<file path="config.mk">
export PLATFORM = sky130hd
export DESIGN_NAME = alu_arbiter
export DESIGN_NICKNAME = d
export VERILOG_FILES = /design/src/rtl/alu_arbiter.sv
export SDC_FILE = /design/constraint.sdc
export NUM_CORES = 1
export LEC_CHECK = 0
export CORE_ASPECT_RATIO = 0.6
export CORE_MARGIN = 1
export CORE_UTILIZATION = 37
export CTS_BUF_LIST = sky130_fd_sc_hd__clkbuf_16
export CTS_CLUSTER_DIAMETER = 80
export DETAILED_ROUTE_END_ITERATION = 12
export GPL_TIMING_DRIVEN = 0
export PLACE_DENSITY_LB_ADDON = 0.05
export SLEW_MARGIN = 10
export SYNTH_ARGS = -nofsm -noshare
export SYNTH_HDL_FRONTEND = slang
export SYNTH_SLANG_ARGS = --single-unit
</file>
<file path="constraint.sdc">
create_clock -name clk_i -period 2.2 [get_ports clk_i]
set_input_delay 0.44 -clock clk_i [delete_from_list [all_inputs] [get_ports clk_i]]
set_output_delay 0.44 -clock clk_i [all_outputs]
set_load 0.03 [all_outputs]
</file>
<file path="src/rtl/alu_arbiter.sv">
// Round-robin arbiter sharing one calculator ALU between NumReq requesters, one operation in flight.
// Optional watchdog on the ALU handshakes: define ALU_ARB_TIMEOUT_EN.

package calc_pkg;
   typedef enum logic [1:0] {
      OP_ADD = 2'd0,
      OP_SUB = 2'd1,
      OP_MUL = 2'd2,
      OP_DIV = 2'd3
   } op_t;

   typedef struct packed {
      logic        error;
      logic [15:0] value;
   } num_t;
endpackage

module alu_arbiter #(
   parameter int unsigned NumReq        = 2,
   parameter int unsigned TimeoutCycles = 255
) (
   input  logic                        clk_i,
   input  logic                        rst_ni,
   input  calc_pkg::num_t              req_left_i  [NumReq],
   input  calc_pkg::num_t              req_right_i [NumReq],
   input  calc_pkg::op_t               req_op_i    [NumReq],
   input  logic [NumReq-1:0]           req_in_valid_i,
   output logic [NumReq-1:0]           req_in_ready_o,
   output calc_pkg::num_t              req_result_o,
   output logic [NumReq-1:0]           req_out_valid_o,
   input  logic [NumReq-1:0]           req_out_ready_i,
   output calc_pkg::num_t              alu_left_o,
   output calc_pkg::num_t              alu_right_o,
   output calc_pkg::op_t               alu_op_o,
   output logic                        alu_in_valid_o,
   input  logic                        alu_in_ready_i,
   input  calc_pkg::num_t              alu_result_i,
   input  logic                        alu_out_valid_i,
   output logic                        alu_out_ready_o,
   output logic [$clog2(NumReq)-1:0]   grant_o,
   output logic                        busy_o
);
   import calc_pkg::*;

   localparam int unsigned IdxW = $clog2(NumReq);
   typedef logic [IdxW-1:0] idx_t;

   typedef enum logic [1:0] {
      S_IDLE,
      S_ISSUE,
      S_WAIT,
      S_DELIVER
   } state_e;

   state_e            state_q;
   idx_t              rr_ptr_q;
   idx_t              grant_q;
   num_t              left_q;
   num_t              right_q;
   op_t               op_q;
   num_t              result_q;
   logic              alu_in_valid_q;
   logic              alu_out_ready_q;
   logic [NumReq-1:0] out_valid_q;

   logic              pick_found;
   idx_t              pick_idx;
   idx_t              rr_ptr_d;
   logic [NumReq-1:0] pick_oh;
   logic [NumReq-1:0] grant_oh;

   // First valid requester at or above rr_ptr_q, wrapping modulo NumReq.
   always_comb begin : pick_search
      idx_t cand;
      cand       = '0;
      pick_found = 1'b0;
      pick_idx   = '0;
      for (int unsigned i = 0; i < NumReq; i++) begin
         cand = idx_t'((32'(rr_ptr_q) + i) % NumReq);
         if (!pick_found && req_in_valid_i[cand]) begin
            pick_found = 1'b1;
            pick_idx   = cand;
         end
      end
   end

   assign rr_ptr_d = idx_t'((32'(grant_q) + 32'd1) % NumReq);
   assign pick_oh  = {{(NumReq-1){1'b0}}, 1'b1} << pick_idx;
   assign grant_oh = {{(NumReq-1){1'b0}}, 1'b1} << grant_q;

   assign req_in_ready_o  = (state_q == S_IDLE && pick_found) ? pick_oh : '0;
   assign req_result_o    = result_q;
   assign req_out_valid_o = out_valid_q;
   assign alu_left_o      = left_q;
   assign alu_right_o     = right_q;
   assign alu_op_o        = op_q;
   assign alu_in_valid_o  = alu_in_valid_q;
   assign alu_out_ready_o = alu_out_ready_q;
   assign grant_o         = grant_q;
   assign busy_o          = (state_q != S_IDLE);

`ifdef ALU_ARB_TIMEOUT_EN
   localparam int unsigned CntW = $clog2(TimeoutCycles + 1);
   localparam num_t TmoResult = '{error: 1'b1, value: '0};

   logic [CntW-1:0] tmo_cnt_q;
   logic            tmo_hit;

   assign tmo_hit = (tmo_cnt_q == CntW'(TimeoutCycles - 1));
`else
   // The watchdog limit has no effect when the watchdog is not built.
   if (TimeoutCycles == 0) begin : g_tmo_unused
   end
`endif

   always_ff @(posedge clk_i or negedge rst_ni) begin
      if (!rst_ni) begin
         state_q         <= S_IDLE;
         rr_ptr_q        <= '0;
         grant_q         <= '0;
         left_q          <= '0;
         right_q         <= '0;
         op_q            <= OP_ADD;
         result_q        <= '0;
         alu_in_valid_q  <= 1'b0;
         alu_out_ready_q <= 1'b0;
         out_valid_q     <= '0;
`ifdef ALU_ARB_TIMEOUT_EN
         tmo_cnt_q       <= '0;
`endif
      end else begin
         case (state_q)
            S_IDLE: begin
               if (pick_found) begin
                  left_q         <= req_left_i[pick_idx];
                  right_q        <= req_right_i[pick_idx];
                  op_q           <= req_op_i[pick_idx];
                  grant_q        <= pick_idx;
                  alu_in_valid_q <= 1'b1;
                  state_q        <= S_ISSUE;
`ifdef ALU_ARB_TIMEOUT_EN
                  tmo_cnt_q      <= '0;
`endif
               end
            end
            S_ISSUE: begin
`ifdef ALU_ARB_TIMEOUT_EN
               tmo_cnt_q <= tmo_cnt_q + 1'b1;
`endif
               if (alu_in_ready_i) begin
                  alu_in_valid_q  <= 1'b0;
                  alu_out_ready_q <= 1'b1;
                  state_q         <= S_WAIT;
               end
`ifdef ALU_ARB_TIMEOUT_EN
               else if (tmo_hit) begin
                  alu_in_valid_q <= 1'b0;
                  result_q       <= TmoResult;
                  out_valid_q    <= grant_oh;
                  state_q        <= S_DELIVER;
               end
`endif
            end
            S_WAIT: begin
`ifdef ALU_ARB_TIMEOUT_EN
               tmo_cnt_q <= tmo_cnt_q + 1'b1;
`endif
               if (alu_out_valid_i) begin
                  result_q        <= alu_result_i;
                  alu_out_ready_q <= 1'b0;
                  out_valid_q     <= grant_oh;
                  state_q         <= S_DELIVER;
               end
`ifdef ALU_ARB_TIMEOUT_EN
               else if (tmo_hit) begin
                  alu_out_ready_q <= 1'b0;
                  result_q        <= TmoResult;
                  out_valid_q     <= grant_oh;
                  state_q         <= S_DELIVER;
               end
`endif
            end
            S_DELIVER: begin
               if (req_out_ready_i[grant_q]) begin
                  out_valid_q <= '0;
                  rr_ptr_q    <= rr_ptr_d;
                  state_q     <= S_IDLE;
               end
            end
            default: state_q <= S_IDLE;
         endcase
      end
   end

endmodule

</file>
==> metrics.md <==
| Metric | Value |
|---|---|
| Status | `finished, final reports clean` |
| Power Density | `1510 nW/um^2` |
| Number of warnings printed during yosys synthesis | `0` |
| Endpoint of the worst setup timing path | `req_in_ready_o[1]` |
| Number of antenna violations at the first check in global routing | `0` |
| Cell count after synthesis | `between 200 and 250` |
| Share of the cycle needed by the critical path after routing | `0.941` |
| Worst setup path category | `reg -> out` |
| Clock root buffer | `clkbuf_16` |
| Setup Skew | `0.00489 ns` |
| Die extent in y | `67.0 um` |
| IO buf count | `roughly 160` |
| Max-cap check violation count | `0` |
| Count of buffering cells on the critical path with inverters included | `3` |
| Drt wl/cell | `15.9 um` |
| Share of synthesized cell area in and, or, nand and nor gates | `0.0331` |
| Path depth of the worst reg2reg path | `5` |
| Initial drt markers | `249` |
| Via/cell ratio | `5.12` |
| Clk slew on worst S/H paths | `0.05 ns` |
| Worst supply voltage drop on vdd | `772 uV` |
| Main combinational cell family by area after synthesis | `compound AO/OA/AOI/OAI gates` |
| Total vias in the final route | `about 2400` |
| Clock sink total | `61` |
| Mux cell area share after synthesis | `0.0897` |
| DP Worst Slack | `-0.559 ns` |
| Insertion delay to the later sink of the worst-skew pair | `0.32 ns` |
| CTS tree | `done` |
| Post-synthesis sequential element count | `61` |
| Fraction of layout instances using a drive strength above 1 | `0.145` |
| Crit. path cell count | `6` |
| Setup slack of the worst register-to-register path | `0.46 ns` |
| Maximum single-stage delay on the critical path | `0.41 ns` |
| Fraction of post-synthesis cell area in the top cell type by area | `0.585` |
| DRT Pass-1 Iters | `6` |
| Launching element type of the critical path | `register` |
| Xor and xnor fraction of the mapped netlist area | `0` |
| Sequential-to-total area share from yosys stat | `0.585` |
| Arrival @ worst endpoint | `1.63 ns` |
| Number of levels the H-tree was split into | `3` |
| First-pass GRT wire length | `11.2 mm` |
| Post-detailed-placement half-perimeter wirelength | `~5.4 mm` |
| Met1 layer usage reported by global route | `0.258` |
| End-of-flow core utilization | `0.679` |
| Number of buffers on the longest clock path | `2` |
| Area after DPL | `4290 um^2` |
| Mapped Area | `2610 um^2` |
| Compound-cell area share of the yosys netlist | `0.174` |
| Highest fanout seen on the critical path | `8` |
| Transition time at the pin with the least slew margin | `0.756 ns` |
| Post-synthesis net count | `roughly 310` |
| Arithmetic-cell share of the synthesized area counting full adders, half adders and majority gates | `0.0192` |
| Max stage delay cell, worst path | `dfrtp_1` |
| Residual DRC | `0` |
| Rows | `23` |
| Final cell area excluding filler cells | `4580 um^2` |
| Post-synth cell types | `27` |
| Worst-path cell chain | `inv_1 > ha_4 > nand2_1 > a21oi_1 > buf_4 > clkbuf_4` |
| Final Max Tran Viols | `0` |
| Area growth from synthesis to layout | `75.4%` |
| Number of antenna diodes | `0` |
| Via count of the first global-routing pass | `about 2200` |
| Library cell with the largest summed area after synthesis | `dfrtp_1` |
| Startpoint of the worst setup timing path | `state_q[1]$_DFFE_PN0P_` |
| Tot GR Track Use | `0.199` |
| Die X-Extent | `110 um` |
| Leak pwr | `2.11 nW` |
| Number of routed nets with antenna violations | `0` |
| Maximum operating frequency | `483 MHz` |
| Pin count of the biggest net entering global routing | `62` |
| Final hold viol count | `0` |
| Crit path setup slack, layout | `0.130 ns` |
| Placeable core area | `6730 um^2` |
| Global routing met2 resource utilization | `0.286` |
| Final RePlAce weighted congestion | `0.739` |
| Reg-to-reg startpoint | `state_q[0]$_DFFE_PN0P_` |
| Classification of the worst-slack hold path | `in -> async` |
| Most area-consuming cells after synthesis | `dfrtp_1 (59%), a222oi_1 (14%), mux2_2 (7.8%), inv_1 (5.9%), buf_6 (2.6%)` |
| Final-report setup violation count | `0` |
| Number of top-level pins | `158` |
| Starting density of the core | `0.387` |
| CP required | `1.76 ns` |
| Total congestion overflow | `0` |
| Capturing element type of the critical path | `output pin` |
| Area of the die | `7400 um^2` |
| Met3 Resource Use GR | `0.0983` |
| Final layout net count | `477` |
| Worst relative slew slack | `0.496` |
| Tmin final | `2.07 ns` |
| Layer with the highest usage after global routing | `met2` |
| Critical path's top delay family | `buffers and inverters` |
| WL final | `roughly 7.4 mm` |
| Number of buffers created by CTS | `9` |
| Mean instance size in the synthesized netlist | `12.8 um^2` |
| Worst reg2reg path endpoint | `req_result_o[15]$_DFFE_PN0P_` |
metrics by stage:
| step | power (mW) | setup TNS (ns) | hold WS [ns] | instances |
|---|---|---|---|---|
| finish | 6.92 | 0 | 0.202 | 466 |
| global route | 7.31 | -0.0134 | 0.270 | 466 |
| CTS | 6.95 | 0 | 0.230 | 463 |
| detailed placement | 5.73 | -1.05 | 0.493 | 448 |
| global placement | 5.66 | -85.04 | 0.485 | 448 |
| floorplan | 4.17 | 0 | 0.144 | 204 |
state kept, by name, summed over array words and instances, names as in the netlist:
register and flops:
req_result_o 17, alu_in_valid_o 1, alu_right_o 17, alu_left_o 17, alu_op_o 2, rr_ptr_q 1, grant_o 1, alu_out_ready_o 1
req_out_valid_o 2, state_q 2
cell usage in the layout (no fill, tap or decap), types with 3 or more instances in the layout:
cell type	count
o21ai_0	4
a21oi_1	3
mux2_2	18
a222oi_1	36
nand2_1	8
dfrtp_1	61
buf_6	6
buf_4	9
clkdlybuf4s50_1	152
clkbuf_16	9
inv_1	41
ha_1	3
cell families after synthesis:
family | count (synthesis)
flops | 61
fa+ha+maj | 4
simple gates | 16
buf+inv | 53
mux | 21
compound gates | 49
how the worst min path moves through the flow:
stage                                           start                     endpoint  slack, ns  cells past startpoint
final                                          rst_ni   alu_right_o[8]$_DFFE_PN0N_       0.20                      1
after CTS                                      rst_ni   alu_right_o[5]$_DFFE_PN0N_       0.23                      1
after floorplan                                rst_ni   alu_in_valid_o$_DFFE_PN0P_       0.14                      0
after detailed placement  alu_right_o[14]$_DFFE_PN0N_  alu_right_o[14]$_DFFE_PN0N_       0.49                      2
after global placement     alu_in_valid_o$_DFFE_PN0P_   alu_in_valid_o$_DFFE_PN0P_       0.49                      2
after global routing                           rst_ni   alu_right_o[5]$_DFFE_PN0N_       0.27                      1
routing by layer:
| layer | vias to the layer above | routed length, um |
|---|---|---|
| met3 | 8 | 720 |
| met2 | 117 | 3290 |
| met1 | 1154 | 3300 |
| met4 | 0 | 78 |
| li1 | 1106 | - |
| met5 | - | 0 |
Yosys cell counts (all sizes together):
| cell | number |
|---|---|
| ha | 4 |
| o21ai | 5 |
| nand2 | 9 |
| nand4 | 1 |
| nor2 | 2 |
| a32oi | 1 |
| or3 | 1 |
| a22o | 1 |
| dfrtp | 61 |
| mux2i | 2 |
| mux2 | 19 |
| a222oi | 36 |
| o311ai | 1 |
| buf | 11 |
| nand4b | 1 |
| nand2b | 2 |
| inv | 42 |
| a21oi | 4 |
| a21o | 1 |
timing repair:
action,4_1_cts,5_1_grt
buffers inserted,1,3
endpoints found under the setup margin,3,3
resized for setup,12,5
hold buffers,0,0
layout make-up:
class | instances | area, um^2
clock buffer | 9 | 225
fill | 531 | 2160
sequential | 61 | 1530
inverter | 42 | 158
tap | 87 | 109
timing repair buffer | 161 | 1600
buffer | 11 | 103
multi-input combinational | 90 | 837
clock inverter | 5 | 21.3
where the power goes:
part	switching, mW	total, mW	leakage (nW)	internal [mW]
Clock	0.445	1.17	0.127	0.730
Sequential	0.293	1.96	0.743	1.67
Combinational	2.04	3.78	1.24	1.74
Power figures use the tool's default switching activity.
